--- config.mk ---
export PLATFORM = sky130hd
export DESIGN_NAME = id_issue_ctrl
export DESIGN_NICKNAME = d
export VERILOG_FILES = /design/src/rtl/id_pkg.sv /design/src/rtl/id_scoreboard.sv /design/src/rtl/id_issue_ctrl.sv
export SDC_FILE = /design/constraint.sdc
export NUM_CORES = 1
export LEC_CHECK = 0
export ABC_AREA = 1
export CORE_ASPECT_RATIO = 1.2
export CORE_MARGIN = 8
export CORE_UTILIZATION = 40
export DETAILED_ROUTE_END_ITERATION = 16
export PLACE_DENSITY_LB_ADDON = 0.08
export SETUP_SLACK_MARGIN = 0.05
export SYNTH_ARGS = -nofsm -noshare
export SYNTH_HDL_FRONTEND = slang
export SYNTH_HIERARCHICAL = 1
export SYNTH_SLANG_ARGS = --single-unit
--- constraint.sdc ---
create_clock -name clk -period 3.4 [get_ports clk]
set_clock_uncertainty 0.1 [all_clocks]
set_input_delay 0.51 -clock clk [delete_from_list [all_inputs] [get_ports clk]]
set_output_delay 0.51 -clock clk [all_outputs]
set_load 0.05 [all_outputs]
--- src/rtl/id_pkg.sv ---
// id_pkg: shared constants and the hazard-cause encoding for the ID/EX issue stage.
package id_pkg;
    localparam int ID_REG_N = 32;
    localparam int ID_RA_W = $clog2(ID_REG_N);
    localparam int ID_PEND_W = 2;
    localparam int ZERO_REG = 0;

    typedef enum logic [1:0] {
        HZ_NONE,
        HZ_LOAD_USE,
        HZ_RAW,
        HZ_WAW_SAT
    } hz_e;
endpackage

--- src/rtl/id_scoreboard.sv ---
// id_scoreboard: per-register outstanding-write counters with saturation and busy queries.
module id_scoreboard
    import id_pkg::*;
#(
    parameter int REG_N = ID_REG_N,
    parameter int RA_W = $clog2(REG_N),
    parameter int PEND_W = ID_PEND_W
) (
    input  logic            clk,
    input  logic            rst,
    input  logic            inc_en,
    input  logic [RA_W-1:0] inc_rd,
    input  logic            dec_en,
    input  logic [RA_W-1:0] dec_rd,
    input  logic [RA_W-1:0] rs,
    input  logic [RA_W-1:0] rt,
    input  logic [RA_W-1:0] wd,
    output logic            rs_busy,
    output logic            rt_busy,
    output logic            wd_sat,
    output logic            sb_err
);
    localparam logic [PEND_W-1:0] MAX = '1;

    logic [PEND_W-1:0] pend [REG_N];
    logic inc, dec, same;

    assign inc = inc_en && int'(inc_rd) != ZERO_REG;
    assign dec = dec_en && int'(dec_rd) != ZERO_REG;
    assign same = inc && dec && inc_rd == dec_rd;

    // register 0 is never written, so its counter stays at the reset value
    always_ff @(posedge clk) begin
        if (rst) begin
            for (int r = 0; r < REG_N; r++) pend[r] <= '0;
            sb_err <= 1'b0;
        end else begin
            for (int r = 1; r < REG_N; r++) begin
                if (inc && inc_rd == RA_W'(r) && !same)
                    pend[r] <= pend[r] == MAX ? MAX : pend[r] + 1'b1;
                else if (dec && dec_rd == RA_W'(r) && !same && pend[r] != '0)
                    pend[r] <= pend[r] - 1'b1;
            end
            if (dec && !same && pend[dec_rd] == '0) sb_err <= 1'b1;
        end
    end

    assign rs_busy = pend[rs] != '0;
    assign rt_busy = pend[rt] != '0;
    assign wd_sat = pend[wd] == MAX;
endmodule

--- src/rtl/id_issue_ctrl.sv ---
// id_issue_ctrl: ID/EX issue slot with valid/ready handshake, scoreboard and hazard stalls.
// Define ID_BYPASS_EN when EX/MEM forwarding exists; only load-use and WAW overflow then stall.
module id_issue_ctrl
    import id_pkg::*;
#(
    parameter int DATA_W = 32,
    parameter int REG_N = ID_REG_N,
    parameter int RA_W = $clog2(REG_N),
    parameter int PEND_W = ID_PEND_W,
    parameter int PAY_W = 128
) (
    input  logic             clk,
    input  logic             rst,
    input  logic             id_valid,
    output logic             id_ready,
    input  logic [RA_W-1:0]  id_rs,
    input  logic [RA_W-1:0]  id_rt,
    input  logic             id_rs_re,
    input  logic             id_rt_re,
    input  logic [RA_W-1:0]  id_wd,
    input  logic             id_wreg,
    input  logic             id_load,
    input  logic [PAY_W-1:0] id_payload,
    output logic             ex_valid,
    input  logic             ex_ready,
    output logic [PAY_W-1:0] ex_payload,
    output logic [RA_W-1:0]  ex_wd,
    output logic             ex_wreg,
    output logic             ex_load,
    input  logic             flush,
    input  logic             wb_valid,
    input  logic [RA_W-1:0]  wb_wd,
    output logic             stall_o,
    output logic             sb_err
);
    if (PAY_W < DATA_W) begin : g_pay_chk
        $error("payload narrower than datapath");
    end

    logic accept, consume, ll_valid, slot_hit, ll_hit, load_use, raw, hazard;
    logic rs_busy, rt_busy, wd_sat;
    logic [RA_W-1:0] ll_wd;
    hz_e cause;

    assign accept = id_valid && id_ready;
    assign consume = ex_valid && ex_ready;

    assign slot_hit = ex_valid && ex_wreg && int'(ex_wd) != ZERO_REG &&
                      ((id_rs_re && id_rs == ex_wd) || (id_rt_re && id_rt == ex_wd));
    assign ll_hit = ll_valid && int'(ll_wd) != ZERO_REG &&
                    ((id_rs_re && id_rs == ll_wd) || (id_rt_re && id_rt == ll_wd));
    assign load_use = (slot_hit && ex_load) || ll_hit;
`ifdef ID_BYPASS_EN
    assign raw = 1'b0;
`else
    assign raw = slot_hit || (id_rs_re && rs_busy) || (id_rt_re && rt_busy);
`endif

    always_comb begin
        cause = load_use ? HZ_LOAD_USE : raw ? HZ_RAW : (id_wreg && wd_sat) ? HZ_WAW_SAT : HZ_NONE;
        hazard = cause != HZ_NONE;
        id_ready = !hazard && !flush && (!ex_valid || ex_ready);
        stall_o = id_valid && hazard;
    end

    // flush blocks accept, so a flushed slot always drains even if consumed
    always_ff @(posedge clk) begin
        if (rst) begin
            ex_valid <= 1'b0;
            ex_payload <= '0;
            ex_wd <= '0;
            ex_wreg <= 1'b0;
            ex_load <= 1'b0;
            ll_valid <= 1'b0;
            ll_wd <= '0;
        end else begin
            ll_valid <= consume && ex_load;
            ll_wd <= ex_wd;
            if (accept) begin
                ex_valid <= 1'b1;
                ex_payload <= id_payload;
                ex_wd <= id_wd;
                ex_wreg <= id_wreg;
                ex_load <= id_load;
            end else if (consume || flush) begin
                ex_valid <= 1'b0;
            end
        end
    end

    id_scoreboard #(.REG_N(REG_N), .RA_W(RA_W), .PEND_W(PEND_W)) u_sb (
        .clk(clk),
        .rst(rst),
        .inc_en(consume && ex_wreg),
        .inc_rd(ex_wd),
        .dec_en(wb_valid),
        .dec_rd(wb_wd),
        .rs(id_rs),
        .rt(id_rt),
        .wd(id_wd),
        .rs_busy(rs_busy),
        .rt_busy(rt_busy),
        .wd_sat(wd_sat),
        .sb_err(sb_err)
    );
endmodule

==> metrics.txt <==
# H-tree levels 1; power density cells 405 nW/um^2; Design Area, Final 18800 um^2; Distinct cells, synth 41; synth warn 6; synthesized instance count 2021; HPWL Detailed 40.2 mm; Hold Path Class in2reg; RSZ-0062 raised after global routing true; area grow syn2layout 37.8%; Core Util, Final 55.5%; initial drt markers 1207; post-synth top area share 21.0%; Die ar. 40200 um^2; final max-slew violation count 0; Final Hold Fails 0; outcome finished clean; P_sw 2.54 mW; # hold bufs at CTS 0; nets@finish 2614; total routed wirelength 54.5 mm; Pre-antenna DRT Iters 6; pre-CTS WS -0.466 ns; first-pass GRT wire length 83.1 mm; Max FO, Critical Path 4; Worst setup EP type output port; Post-synth EDFFs 62; residual DRC count 0; Initial Utilization 40.3%; Max IR drop VDD 0.375 mV; Clock power frac 35.2%; via count 14800; sequential share of the synthesized area 34.7%; GRT Total Usage 26.4%; Async SR Flop Fraction 0%; layout cells sized above 1 10.9%; I/O Pins 297; Vias/cell 5.22; cell at the root of the clock tree clkbuf_16; Post-Syn Area per Cell 6.74 um^2; max-cap violations 0; Gate power share 27.9%; Req. time, crit path 2.79 ns; Post-synth top flop dfxtp_1; Synth Cell Area 13600 um^2; Worst-Skew Late Latency 0.55 ns; fmax 304 MHz; Leak 8.73 nW; Final min period 3.29 ns; Synth area leader dfxtp_1; Final setup viols 0; IO buf count 296; FP Rows 74; total power 7.60 mW; Die Height 218 um; clk buf depth 3; core area 33800 um^2; cts bufs inserted 25; Die Wd 184 um; critical path class reg2out; initial antenna violation count 4; Internal Power 5.06 mW; total global routing overflow 0; Worst-path clk slew 0.06 ns; wire length per cell 19.2 um; #FFs+latches synth 205; largest net degree at the start of global routing 136; synth top area cells dfxtp_1 21%, edfxtp_1 14%, nor2_1 11%; Synthesized Nets 2271; vias in the first global route 14400; Post-DP Area 17500 um^2; slew margin rel. 53.4%; CTS tree yes; final hold slack 0.227 ns; fin crit share 96.8%; switching share of total power 33.5%; Critical Path AT 2.68 ns; GPL Wtd Cong 1.03; crit path launch type flop; DRT antenna net count 0; sequential power share 36.9%; setup slack after layout 0.108 ns; Worst Tran Pin Value 0.699 ns; clock sinks 205
==> power by group through the flow <==
| stage | logic, mW | registers [mW] | clock network [mW] |
|---|---|---|---|
| final | 2.12 | 2.81 | 2.68 |
| after global routing | 2.28 | 2.82 | 2.85 |
| after CTS | 2.09 | 2.80 | 2.75 |
| after detailed placement | 2.04 | 2.85 | 0 |
| after global placement | 2.03 | 2.84 | 0 |
| after floorplan | 0.817 | 3.23 | 0 |
==> through the flow <==
step,instances,TNS (ns)
2_1_floorplan,2021,0
3_3_place_gp,2759,-54.78
3_5_place_dp,2759,-43.61
4_1_cts,2823,0
5_1_grt,2838,-0.0934
6_report,2839,0
==> path summary, 6_finish.rpt <==
path	startpoint	to	slack (ns)	depth (start not counted)
worst min-delay path	id_valid	ex_valid	0.23	3
worst max-delay path	u_sb/pend[9][0]	stall_o	0.11	12
worst max register to register	ex_wd[2]	u_sb/pend[11][1]	0.56	9
worst min register to register	u_sb/sb_err	u_sb/sb_err	0.36	2
==> cells in the mapped netlist (3+ instances only) <==
| master | count |
|---|---|
| nand2_2 | 3 |
| buf_4 | 7 |
| nand2_1 | 384 |
| nor2_4 | 4 |
| nand3b_1 | 3 |
| nand4_2 | 9 |
| o21ai_0 | 22 |
| a31oi_1 | 13 |
| o21ai_1 | 5 |
| inv_2 | 14 |
| nor4_1 | 9 |
| o311ai_0 | 4 |
| o211ai_1 | 6 |
| o22ai_1 | 25 |
| a21oi_1 | 20 |
| nor2_1 | 417 |
| inv_1 | 303 |
| o221ai_1 | 4 |
| nand3_1 | 127 |
| ha_1 | 92 |
| nand4_1 | 166 |
| buf_2 | 31 |
| clkinv_1 | 3 |
| dfxtp_1 | 143 |
| buf_1 | 23 |
| o2111ai_1 | 6 |
| nor2_2 | 7 |
| xnor2_1 | 3 |
| o31ai_1 | 7 |
| buf_6 | 10 |
| edfxtp_1 | 62 |
| nor3_1 | 43 |
| clkbuf_1 | 36 |
==> sequential cells by signal, indices dropped and copies added (netlist names) <==
| signal | cells |
|---|---|
| ex_load | 1 |
| ex_payload | 128 |
| ex_valid | 1 |
| ex_wd | 5 |
| ex_wreg | 1 |
| ll_valid | 1 |
| ll_wd | 5 |
| u_sb/pend | 62 |
| u_sb/sb_err | 1 |
==> layout make-up <==
class / count / area (um^2)
timing repair buffer: 423 / 4130
inverter: 321 / 1210
sequential: 205 / 4720
tap: 456 / 571
clock buffer: 42 / 802
clock inverter: 3 / 22.5
fill: 3280 / 15000
antenna: 1 / 2.50
multi-input combinational: 1388 / 7290
==> worst max-delay path: stages (launching register included) <==
cell and delay [ns]:
edfxtp_1 0.41, inv_2 0.13, nor3_4 0.07, o31ai_4 0.29, nand3_1 0.15, nand3_2 0.11
nand2_2 0.07, a22o_1 0.24, a21oi_2 0.16, nand2_2 0.11, o21ai_2 0.16, inv_2 0.07
buf_8 0.15
==> placed cells by master, fill, tap and decap left out, types with 8 or more instances in the layout <==
cell type,Yosys,layout
nand2_1,384,381
o21ai_0,22,19
ha_1,92,92
dfxtp_1,143,143
inv_1,303,284
nand4_1,166,166
nor2_2,7,17
inv_2,14,32
a21oi_1,20,19
o22ai_1,25,25
clkbuf_16,0,27
nor2_1,417,405
nor3_1,43,42
nand4_2,9,8
nand3_1,127,121
a31oi_1,13,13
nor4_1,9,9
buf_4,7,108
clkbuf_1,36,8
buf_12,0,15
edfxtp_1,62,62
clkdlybuf4s50_1,0,286
==> layer usage <==
metal  share of wire, %  track usage (%)  vias up  wire length [um]
met2                 48             44.9      616             26400
met1                 37             29.7     6840             20300
met5              0.070                0        -                38
met4                4.5             11.3        6              2430
met3                9.8             8.63      141              5320
li1                   -                -     7221                 -
==> kinds of logic after synthesis <==
logic type	synth area share, %
xor+xnor	0.193
compound gates	5.40
buf+inv	12.8
simple gates	38.4
flops	34.7
fa+ha+maj	8.46
==> timing repair <==
action | in CTS | in global routing
hold endpoints to repair | 0 | 0
setup buffers | 17 | 15
setup endpoints to repair | 2 | 2
gates resized for setup | 49 | 25
pin swaps | 6 | 13
gates cloned | 2 | 0
(Power assumes the default switching activity.)
==> variant 1, RTL diff (same settings) <==
Change the package constant `ID_REG_N` from 32 to 16.
--- a/src/rtl/id_pkg.sv
+++ b/src/rtl/id_pkg.sv
@@ -1,6 +1,6 @@
 // id_pkg: shared constants and the hazard-cause encoding for the ID/EX issue stage.
 package id_pkg;
-    localparam int ID_REG_N = 32;
+    localparam int ID_REG_N = 16;
     localparam int ID_RA_W = $clog2(ID_REG_N);
     localparam int ID_PEND_W = 2;
     localparam int ZERO_REG = 0;
Interface: changed (5 resized); port bits go from 297 to 292. No check against the original RTL was run, so the function may have changed too.
==> variant 1 against the original RTL <==
  * Setup slack improved by 0.12 ns
  * Combinational power fell by 21%
  * Total power fell by 22%
  * Sequential share of layout area rose by 1.4 points
  * Cell area fell by 25%
  * Fmax rose by 3.9%
  * Highest routed layer unchanged
  * Critical endpoint is now id_ready
  * Clock power fell by 28%
  * Routed wire length fell by 36%
  * Sequential cell count fell by 34
  * Synthesized area fell by 25%
==> variant 1: results (changes against the original RTL) <==
[detailed_routing]
wl_per_cell_um = 16.3  ; was 19.2 um
wl_met2_mm = 16.6  ; was 26.4 mm
vias_per_cell = 4.94  ; was 5.22

[clock_tree]
clock_latency_ns = 0.44  ; was 0.55 ns
cts_setup_buffers = 0  ; was 17
cts.repair.resized = 0  ; was 49
cts_made_buffers = 17  ; was 25

[power]
switching_share = 0.345  ; was 0.335
peakVddDrop_mv = 0.359  ; was 0.375 mV
cellLeakagePower_nw = 6.60  ; was 8.73 nW
p_clk_mw = 1.94  ; was 2.68 mW
p_sw_mw = 2.04  ; was 2.54 mW

[critical_path]
endpoint = id_ready  ; was stall_o
rr_worst_depth = 14  ; was 9
r2r_slack_ns = 0.66  ; was 0.56 ns
cp.arrival_ns = 2.56  ; was 2.68 ns
crit_start = u_sb/pend[10][1]$_SDFFCE_PP0P_  ; was u_sb/pend[9][0]$_SDFFCE_PN0P_

[min_path]
whs_path_depth = 2  ; was 3
min_path_type = reg2reg  ; was in2reg

[global_routing]
grt_pass1_wl_mm = 54.0  ; was 83.1 mm
antenna_found_initial = 3  ; was 4
grt_pass1_vias = 9983  ; was 14,400

[yosys]
syn_area_per_cell_um2 = 6.67  ; was 6.74 um2
synth_edf_count = 30  ; was 62
synth_compound_area_frac = 0.0421  ; was 0.0540
yosysSeqAreaShare = 0.365  ; was 0.347
synth_common_cells = nor2_1 (347), nand2_1 (303), inv_1 (246), nand4_1 (146), dfxtp_1 (141)  ; was nor2_1 (417), nand2_1 (384), inv_1 (303), nand4_1 (166), dfxtp_1 (143)
synth_nets = 1728  ; was 2,271
synthTopCellsByArea = dfxtp_1 (28%), nor2_1 (13%), nand2_1 (11%)  ; was dfxtp_1 (21%), edfxtp_1 (14%), nor2_1 (11%)

[place]
place_area_mm2 = 0.0134  ; was 0.0175 mm2
place_ws_ns = 0.0764  ; was -0.466 ns
hpwl_mm = 25.0  ; was 40.2 mm

[cells_and_area]
largest_registers = ex_payload x128, u_sb/pend x30  ; was ex_payload x128, u_sb/pend x62

[outcome]
status = complete, no violations  ; unchanged

variant 1: final cells by class:
class | instances | area, um2
diodes | 2 | 5.00
fillers | 2583 | 11300
flip-flops and latches | 171 | 3720
clock inverters | 11 | 108
repair buffers | 320 | 3280
well taps | 330 | 413
multi-input cells | 1024 | 5070
inverters | 252 | 953
clock buffers | 21 | 460
variant 1: worst min path at each step:
| stage | start | endpoint |
|---|---|---|
| after global placement | u_sb/sb_err$_SDFFE_PP0P_ | u_sb/sb_err$_SDFFE_PP0P_ |
| after floorplan | rst | u_sb/sb_err$_SDFFE_PP0P_ |
| after global routing | u_sb/sb_err$_SDFFE_PP0P_ | u_sb/sb_err$_SDFFE_PP0P_ |
| final | u_sb/sb_err$_SDFFE_PP0P_ | u_sb/sb_err$_SDFFE_PP0P_ |
| after detailed placement | u_sb/sb_err$_SDFFE_PP0P_ | u_sb/sb_err$_SDFFE_PP0P_ |
| after CTS | u_sb/sb_err$_SDFFE_PP0P_ | u_sb/sb_err$_SDFFE_PP0P_ |
==> variant 2, RTL diff (same flow settings) <==
Without the edit above. Put a register stage on the output `sb_err`, without a reset. The value now appears one clock later. The other outputs are not delayed to match.
--- a/src/rtl/id_issue_ctrl.sv
+++ b/src/rtl/id_issue_ctrl.sv
@@ -33,6 +33,8 @@
     output logic             stall_o,
     output logic             sb_err
 );
+
+    logic sb_err_d;
     if (PAY_W < DATA_W) begin : g_pay_chk
         $error("payload narrower than datapath");
     end
@@ -101,7 +103,11 @@
         .rs_busy(rs_busy),
         .rt_busy(rt_busy),
         .wd_sat(wd_sat),
-        .sb_err(sb_err)
+        .sb_err(sb_err_d)
     );
+    always_ff @(posedge clk) begin
+        sb_err <= sb_err_d;
+    end
+
 endmodule
 
Behaviour: not the same (a bounded check fails within 4 cycles, from zero or initial values and one cycle with rst high).
==> variant 2 against the original RTL <==
  * Non-clock buffer count unchanged
  * Register-to-register slack worse by 0.05 ns
  * Sequential share of layout area up 0.17 points
  * Synthesized area down 0.33%
  * Final cell count up 0.46%
  * Routed wire length up 0.20%
  * Setup slack worse by 0.059 ns
  * Cell area down 0.25%
  * Fmax down 1.8%
  * Total power up 0.49%
  * Sequential cell count up 1
  * Count of clock-buffer cells in the layout down 8
  * Critical endpoint is now id_ready
==> variant 2: results (changes against the original RTL) <==
[outcome]
status = complete, no violations  ; unchanged

[yosys]
synth_xor_xnor_area_share = 0.00194  ; was 0.00193
syn_area_per_cell_um2 = 6.69  ; was 6.74 um2
yosysSeqAreaShare = 0.350  ; was 0.347
synthTopCellsByArea = dfxtp_1 (21%), edfxtp_1 (14%), nor2_1 (12%)  ; was dfxtp_1 (21%), edfxtp_1 (14%), nor2_1 (11%)
synth_common_cells = nor2_1 (427), nand2_1 (387), inv_1 (298), nand4_1 (176), dfxtp_1 (144)  ; was nor2_1 (417), nand2_1 (384), inv_1 (303), nand4_1 (166), dfxtp_1 (143)
synthAdderAreaFrac = 0.0848  ; was 0.0846
synth_cell_type_count = 38  ; was 41

[power]
pwr-share-comb = 0.281  ; was 0.279
p_clk_frac = 0.350  ; was 0.352
power_mw = 7.64  ; was 7.60 mW
switching_share = 0.342  ; was 0.335

[global_routing]
grt_pass1_wl_mm = 83.3  ; was 83.1 mm
grt_pass1_vias = 14700  ; was 14,400
track_usage = 0.266  ; was 0.264
use_met3 = 0.0775  ; was 0.0863

[detailed_routing]
vias = 14800  ; about the same
vias_per_cell = 5.19  ; was 5.22
wl_met2_mm = 26.6  ; was 26.4 mm

[place]
place_ws_ns = -0.322  ; was -0.466 ns
gp_congestion = 0.996  ; was 1.03
placed_cells = 2793  ; was 2,759
place_area_mm2 = 0.0177  ; was 0.0175 mm2
hpwl_mm = 41.4  ; was 40.2 mm

[critical_path]
cp.arrival_ns = 2.74  ; was 2.68 ns
crit_path_max_incr_delay_ns = 0.28  ; was 0.41 ns
cp_slowest_cell = dlygate4sd2_1  ; was edfxtp_1
critical_path.max_fanout = 12  ; was 4

[cells_and_area]
finalInstanceArea_mm2 = 0.0187  ; was 0.0188 mm2
n_fill_cell = 3355  ; was 3,280
sh_seq_area = 0.254  ; was 0.252
clkbuf_count = 34  ; was 42
clock_area_frac = 0.0437  ; was 0.0440
final_net_count = 2624  ; was 2,614

[clock_tree]
cts_made_buffers = 26  ; was 25

[timing]
tightest_slew_ns = 0.770  ; was 0.699 ns

[floorplan]
die_x_um = 184  ; about the same

[variant 2: cell count changes after synthesis, moves of 5 or more]
cell     change
nand4_2      -8
inv_2        +5
nor2_2       -5
inv_1        -5
nand4_1     +10
nor2_1      +10
[variant 2: repair_timing]
| action | 4_1_cts | 5_1_grt |
|---|---|---|
| resized for setup | 37 | 18 |
| pin swaps | 12 | 11 |
| setup endpoints to repair | 2 | 2 |
| buffers inserted | 8 | 1 |
| hold buffers | 0 | 0 |
[variant 2: worst paths after layout]
check | start | to | slack (ns) | cells past startpoint
setup / recovery | id_wd[0] | id_ready | 0.05 | 15
hold reg to reg | u_sb/sb_err$_SDFFE_PP0P_ | sb_err$_DFF_P_ | 0.26 | 0
setup reg to reg | u_sb/pend[22][0]$_SDFFCE_PP0P_ | ex_payload[91]$_SDFFE_PP0P_ | 0.51 | 16
hold / removal | id_valid | ex_valid$_SDFFE_PP0P_ | 0.22 | 3
